$ cat src/rtl/axi4_lite_master_pkg.sv
// System definitions for axi4_lite_master: bus widths, FSM state encodings and AXI response codes.
// ADDR_W / DATA_W may be overridden with +define+ before this file is compiled.
`ifndef ADDR_W
`define ADDR_W 32
`endif
`ifndef DATA_W
`define DATA_W 32
`endif

package axi4_lite_master_pkg;

  localparam int ADDR_W = `ADDR_W;
  localparam int DATA_W = `DATA_W;
  localparam int STRB_W = DATA_W / 8;

  localparam logic [1:0] RESP_OKAY   = 2'b00;
  localparam logic [1:0] RESP_SLVERR = 2'b10;

  typedef enum logic [2:0] {
    IDLE  = 3'd0,
    WRITE = 3'd1,
    WRESP = 3'd2,
    RADDR = 3'd3,
    RDATA = 3'd4
  } state_t;

  // Anything other than OKAY is reported to the CPU as an error.
  function automatic logic resp_is_err(input logic [1:0] resp);
    return resp != RESP_OKAY;
  endfunction

endpackage

$ cat src/rtl/axi4_lite_master.sv
// Single-outstanding AXI4-Lite master bridging a simple CPU request/response port onto the bus.
// Optional: define AXIM_ALIGN_CHECK_EN to reject word-misaligned requests locally.
module axi4_lite_master
  import axi4_lite_master_pkg::*;
(
  input  logic              ACLK,
  input  logic              ARESETn,
  // CPU side
  input  logic              REQ_VALID,
  output logic              REQ_READY,
  input  logic              REQ_WE,
  input  logic [ADDR_W-1:0] REQ_ADDR,
  input  logic [DATA_W-1:0] REQ_WDATA,
  input  logic [STRB_W-1:0] REQ_WSTRB,
  output logic              RSP_VALID,
  output logic [DATA_W-1:0] RSP_RDATA,
  output logic              RSP_ERR,
  // AW channel
  output logic              AW_VALID,
  input  logic              AW_READY,
  output logic [ADDR_W-1:0] AW_ADDR,
  // W channel
  output logic              W_VALID,
  input  logic              W_READY,
  output logic [DATA_W-1:0] W_DATA,
  output logic [STRB_W-1:0] W_STRB,
  // B channel
  input  logic              B_VALID,
  output logic              B_READY,
  input  logic [1:0]        B_RESP,
  // AR channel
  output logic              AR_VALID,
  input  logic              AR_READY,
  output logic [ADDR_W-1:0] AR_ADDR,
  // R channel
  input  logic              R_VALID,
  output logic              R_READY,
  input  logic [DATA_W-1:0] R_DATA,
  input  logic [1:0]        R_RESP
);

  state_t state_reg, state_next;

  logic              aw_valid_reg;
  logic              w_valid_reg;
  logic              ar_valid_reg;
  logic [ADDR_W-1:0] aw_addr_reg;
  logic [ADDR_W-1:0] ar_addr_reg;
  logic [DATA_W-1:0] w_data_reg;
  logic [STRB_W-1:0] w_strb_reg;
  logic              rsp_valid_reg;
  logic              rsp_err_reg;
  logic [DATA_W-1:0] rsp_rdata_reg;

  logic req_fire;
  logic addr_bad;
  logic aw_done;
  logic w_done;

  assign req_fire = REQ_VALID && (state_reg == IDLE);

`ifdef AXIM_ALIGN_CHECK_EN
  assign addr_bad = (REQ_ADDR[1:0] != 2'b00);
`else
  assign addr_bad = 1'b0;
`endif

  // A channel counts as finished if it already handshook or handshakes this cycle.
  assign aw_done = !aw_valid_reg || AW_READY;
  assign w_done  = !w_valid_reg  || W_READY;

  always_ff @(posedge ACLK or negedge ARESETn) begin
    if (!ARESETn) begin
      state_reg <= IDLE;
    end else begin
      state_reg <= state_next;
    end
  end

  always_comb begin
    state_next = state_reg;
    case (state_reg)
      IDLE: begin
        if (req_fire && !addr_bad) begin
          state_next = REQ_WE ? WRITE : RADDR;
        end
      end
      WRITE: begin
        if (aw_done && w_done) begin
          state_next = WRESP;
        end
      end
      WRESP: begin
        if (B_VALID) begin
          state_next = IDLE;
        end
      end
      RADDR: begin
        if (AR_READY) begin
          state_next = RDATA;
        end
      end
      RDATA: begin
        if (R_VALID) begin
          state_next = IDLE;
        end
      end
      default: state_next = IDLE;
    endcase
  end

  // Channel and response registers; W_DATA/W_STRB/addresses hold until the next accepted request.
  always_ff @(posedge ACLK or negedge ARESETn) begin
    if (!ARESETn) begin
      aw_valid_reg  <= 1'b0;
      w_valid_reg   <= 1'b0;
      ar_valid_reg  <= 1'b0;
      aw_addr_reg   <= '0;
      ar_addr_reg   <= '0;
      w_data_reg    <= '0;
      w_strb_reg    <= '0;
      rsp_valid_reg <= 1'b0;
      rsp_err_reg   <= 1'b0;
      rsp_rdata_reg <= '0;
    end else begin
      rsp_valid_reg <= 1'b0;
      case (state_reg)
        IDLE: begin
          if (req_fire) begin
            if (addr_bad) begin
              rsp_valid_reg <= 1'b1;
              rsp_err_reg   <= 1'b1;
              rsp_rdata_reg <= '0;
            end else if (REQ_WE) begin
              aw_valid_reg <= 1'b1;
              w_valid_reg  <= 1'b1;
              aw_addr_reg  <= REQ_ADDR;
              w_data_reg   <= REQ_WDATA;
              w_strb_reg   <= REQ_WSTRB;
            end else begin
              ar_valid_reg <= 1'b1;
              ar_addr_reg  <= REQ_ADDR;
            end
          end
        end
        WRITE: begin
          if (AW_READY) begin
            aw_valid_reg <= 1'b0;
          end
          if (W_READY) begin
            w_valid_reg <= 1'b0;
          end
        end
        WRESP: begin
          if (B_VALID) begin
            rsp_valid_reg <= 1'b1;
            rsp_err_reg   <= resp_is_err(B_RESP);
            rsp_rdata_reg <= '0;
          end
        end
        RADDR: begin
          if (AR_READY) begin
            ar_valid_reg <= 1'b0;
          end
        end
        RDATA: begin
          if (R_VALID) begin
            rsp_valid_reg <= 1'b1;
            rsp_err_reg   <= resp_is_err(R_RESP);
            rsp_rdata_reg <= R_DATA;
          end
        end
        default: ;
      endcase
    end
  end

  assign REQ_READY = (state_reg == IDLE);
  assign B_READY   = (state_reg == WRESP);
  assign R_READY   = (state_reg == RDATA);

  assign AW_VALID  = aw_valid_reg;
  assign AW_ADDR   = aw_addr_reg;
  assign W_VALID   = w_valid_reg;
  assign W_DATA    = w_data_reg;
  assign W_STRB    = w_strb_reg;
  assign AR_VALID  = ar_valid_reg;
  assign AR_ADDR   = ar_addr_reg;

  assign RSP_VALID = rsp_valid_reg;
  assign RSP_ERR   = rsp_err_reg;
  assign RSP_RDATA = rsp_rdata_reg;

endmodule

$ cat config.mk
export PLATFORM = sky130hd
export DESIGN_NAME = axi4_lite_master
export DESIGN_NICKNAME = d
export VERILOG_FILES = /design/src/rtl/axi4_lite_master_pkg.sv /design/src/rtl/axi4_lite_master.sv
export SDC_FILE = /design/constraint.sdc
export NUM_CORES = 1
export LEC_CHECK = 0
export CORE_ASPECT_RATIO = 0.5
export CORE_MARGIN = 2
export CORE_UTILIZATION = 37
export CTS_CLUSTER_DIAMETER = 80
export DETAILED_ROUTE_END_ITERATION = 10
export HOLD_SLACK_MARGIN = 0.06
export PLACE_DENSITY = 0.76
export SKIP_CTS_REPAIR_TIMING = 1
export SYNTH_ARGS = -nofsm -noshare
export SYNTH_HDL_FRONTEND = slang
export SYNTH_SLANG_ARGS = --single-unit
export TNS_END_PERCENT = 50
$ cat constraint.sdc
create_clock -name ACLK -period 1.8 [get_ports ACLK]
set_clock_uncertainty 0.1 [all_clocks]
set_input_delay 0.18 -clock ACLK [delete_from_list [all_inputs] [get_ports ACLK]]
set_output_delay 0.18 -clock ACLK [all_outputs]
set_load 0.005 [all_outputs]
Word-level counts from Yosys, hierarchy flattened
Index checks and enable logic that the tools add are counted.
- bitwise operators: 1
- equality and inequality tests: 13
- reduce and logical (&&, ||, !) cells: 19
- mux-type cells: 26
- operator list (cell ; number):
    $mux 32 ; 2
    $pmux 32 s2 ; 1
    $mux 3 ; 5
    $pmux 3 s5 ; 1
    $ne 2x2->1 const B ; 7
    $reduce_and 4->1 ; 3
    $mux 1 ; 11
    $pmux 1 s2 ; 5
    $reduce_bool 2->1 ; 5
    $reduce_and 3->1 ; 3
    $eq 3x2->1 const B ; 2
    $reduce_and 5->1 ; 1
    $ne 2x1->1 const B ; 2
    $eq 3x1->1 const B ; 1
    $eq 3x3->1 const B ; 1
    $logic_not 3->1 ; 1
    $logic_and 1x1->1 ; 2
    $logic_not 1->1 ; 2
    $logic_or 1x1->1 ; 2
    $mux 2 ; 1
    $not 1->1 ; 1
- word-level logic and storage cells: 70
- register bits after elaboration: 140
- input port bits: 113

Logic depth before layout (Yosys ltp)
- depth in word-level cells: 5
- gate-level depth with buffers: 7
- mapped depth without buffers: 5

Worst setup path after synthesis
Ideal clock, no wire load.
- path type: reg-to-reg
- from: reg state_reg[1]
- to: reg ar_addr_reg[0], in the netlist AR_ADDR[0]
- setup slack: -0.024 ns
- arrival: 1.599 ns
- clock period less this slack: 1.824 ns
- stages on the path, launching flop included: 5
- path buffers: 1
- library setup time: 0.125 ns
- cell sequence: dfrtp_1 -> or4b_4 -> nor2_8 -> buf_12 -> mux2_4
- cells in the longest elaborated chain, start to end: 3
- RTL lines (what ; line ; RTL):
    start: declaration ; axi4_lite_master.sv:42 ; state_t state_reg, state_next;
    start signal: assignment ; axi4_lite_master.sv:76 ; state_reg <= state_next;
    $logic_not 3->1 (*) ; axi4_lite_master.sv:60, axi4_lite_master.sv:127 ;
    $logic_and 1x1->1 ; axi4_lite_master.sv:60 ; assign req_fire = REQ_VALID && (state_reg == IDLE);
    $reduce_and 3->1 (no line) (*) ; n/a ;
    end signal: assignment ; axi4_lite_master.sv:119 ; ar_addr_reg <= '0;
    end signal: assignment ; axi4_lite_master.sv:142 ; ar_addr_reg <= REQ_ADDR;
    end: declaration ; axi4_lite_master.sv:48 ; logic [ADDR_W-1:0] ar_addr_reg;
Every way passes the cells marked *; elsewhere a longest branch is shown, timed or not.
A chain may end at the register's enable or synchronous reset.

Worst setup path after layout
- from: reg state_reg[0]
- to: reg ar_addr_reg[7], in the netlist AR_ADDR[7]
The elaborated chain is that of the path after synthesis.

==> results.toml <==
[power]
peakVddDrop_uv = 675.5
power_density_mw_per_mm2 = 1711
p_leak_nw = 3.930

[synthesis]
yosys.area.top_type = "dfrtp_1"
ys_seq_elements = 140
ys_async_sr_fraction_pct = 100.0
synth_cell_types = 29
synth_edf_count = 0
synth_common_cells = "dfrtp_1 (140), mux2_2 (69), a22o_1 (32)"
synth_nets = 445
synthFlopType = "dfrtp_1"
yosys_warnings = 0
synth_top_area_share_pct = 64.56
netlist_instances = 332
synth_most_common_cell = "dfrtp_1"
synth_area_leaders = "dfrtp_1 (65%), mux2_2 (14%), mux2_4 (8.0%)"
syn_area_mm2 = 0.005426
syn_avg_cell_area_um2 = 16.34
yosysSeqAreaShare_pct = 64.56

[grt]
grt_usage_pct = 17.54
grt_max_degree = 44
grt.overflow.total = 0
grt_pass1_wl_um = 21230
antenna_found_initial = 0
grt_pass1_vias = 4035

[detailed_routing]
num_vias = 3789
drc_errors = 0
wl_um = 14000
vias_per_cell = 4.632
antenna_left = 0
drt_iter0_drc = 155
wl_per_cell_um = 17.11
first_pass_iters = 4

[setup_path]
r2r-end = "AR_ADDR[7]$_DFFE_PN0P_"
crit_path_end_kind = "flip-flop"
crit_type = "reg2reg"
reg2reg_depth = 4
crit_buf_inv = 1
worst_path_max_delay_cell = "or4b_4"
start_kind = "flip-flop"
worstPathRequired_ps = 1990
cp_data_arrival_time_ps = 2040
cp_cell_sequence = "or4b_4 > nor2_8 > buf_12 > mux2_4"
rrSetupSlack_ps = -50
critPathMaxFanout = 14
slowest_delay_ps = 590
cpLargestDelayFamily = "simple AND/OR/NAND/NOR gates"
reg2reg_from = "state_reg[0]$_DFFE_PN0P_"

[placement]
dp_hpwl_um = 10170
placed_area_mm2 = 0.008351
gp_congestion = 0.8063
io_buffers = 252
dp_slack_ps = -261.7

[clocking]
clock_sink_count = 140
clk_pin_slew_worst_paths_ps = 60
clk_latency_ps = 400
clockBufferDepth = 2
cts_tree = "yes"
cts-root-buf = "clkbuf_16"
cts-buffers-inserted = 17
h-tree-depth = 4

[sta]
slew_violations = 0
relSlewSlack_pct = 77.76
fmax_ghz = 0.5398
post-route-period-util_pct = 102.9
rsz0062_at_grt = "yes"
hold_viol = 0
worst_pin_slew_ps = 333.5
post-route-min-period_ps = 1852
finalSetupViolCount = 28
setup_slack_ps = -52.48

[outcome]
run_status = "complete, but fails checks"
violations = "setup timing"

[floorplan]
io_pins = 253
start_util_pct = 37.71
fp.coreArea_mm2 = 0.01439
rows = 31
die_area_mm2 = 0.01571
die_height_um = 89.64
die_x_um = 175.3

[hold_path]
hp-class = "in2async"

[cells_and_area]
diodes = 0
ff_latch_area_mm2 = 0.003503
fin_area_mm2 = 0.008990
drive_above_1_share_pct = 25.65
fillCellCount = 1096
num-nets-final = 720
multi_input_area_mm2 = 0.001800
syn_to_final_growth_pct = 65.67

[run]
cap_violations = 0
metrics by stage:
| stage | std cells | hold slack (ps) | setup TNS [ps] | power, mW | utilization [%] |
|---|---|---|---|---|---|
| floorplan | 332 | -215.6 | -681.2 | 7.757 | - |
| global placement | 785 | -3.025 | -7204 | 11.69 | 58.03 |
| detailed placement | 785 | -3.148 | -7515 | 11.86 | 58.03 |
| CTS | 817 | -444.7 | -1913 | 15.52 | 62.20 |
| global route | 818 | 182.6 | -1947 | 16.23 | 62.47 |
| finish | 818 | 143.5 | -995.6 | 15.38 | 62.47 |
layout by cell type (no fill, tap or decap), types with 2 or more instances in the layout:
cell type	instances
a22o_1	32
a31oi_1	3
buf_12	9
buf_4	13
bufinv_16	3
clkbuf_1	2
clkbuf_16	17
clkdlybuf4s50_1	248
clkinv_4	2
clkinvlp_4	5
dfrtp_1	140
dlymetal6s2s_1	3
inv_1	4
inv_6	2
mux2_1	3
mux2_2	66
mux2_4	32
nand2_1	4
nand2b_1	2
nand3b_1	2
nor2_1	5
o22ai_1	2
o2bb2ai_1	2
worst register-to-register path, cell delays in order (launching register included):
cell and delay, ps:
dfrtp_1 390, or4b_4 590, nor2_8 160, buf_12 180, mux2_4 320
worst max path at each step:
stage               slack [ps]  cells past startpoint                      from                      end
finish                     -50                      4  state_reg[0]$_DFFE_PN0P_   AR_ADDR[7]$_DFFE_PN0P_
global route               -90                      4  state_reg[0]$_DFFE_PN0P_  AR_ADDR[14]$_DFFE_PN0P_
CTS                       -470                      5  state_reg[0]$_DFFE_PN0P_                  R_READY
detailed placement        -260                      5                 REQ_VALID  AR_ADDR[25]$_DFFE_PN0P_
global placement          -250                      5                 REQ_VALID  AR_ADDR[25]$_DFFE_PN0P_
floorplan                  -20                      4  state_reg[1]$_DFFE_PN0P_   AR_ADDR[0]$_DFFE_PN0P_
final cells by class:
| cell class | count | area share (%) |
|---|---|---|
| sequential | 140 | 38.97 |
| timing repair buffer | 275 | 31.36 |
| multi-input combinational | 168 | 20.03 |
| clock buffer | 19 | 4.816 |
| tap | 198 | 2.756 |
| clock inverter | 13 | 1.865 |
| inverter | 5 | 0.2088 |
per-layer routing:
layer	part of all wire (%)	wire length, um	global-route usage, %
met5	0	0	0
met1	41	5669	21.15
met2	52	7310	30.64
met3	5.1	712	4.419
met4	2.2	302	7.803
report_power, final:
group / internal (mW) / switching, mW
clock: 2.19 / 1.38
sequential: 4.66 / 0.823
combinational: 4.44 / 1.89
cell families (layout without fill, tap and decap cells):
family                 after synthesis  count (layout)  share of synthesized area [%]
and+or+nand+nor                     22              22                          2.675
AOI/OAI and AO/OA                   44              44                          6.802
muxes                              102             102                          23.15
buffers and inverters               24             312                          2.813
DFF                                140             140                          64.56
No activity file was read; power rests on OpenSTA's default activity.
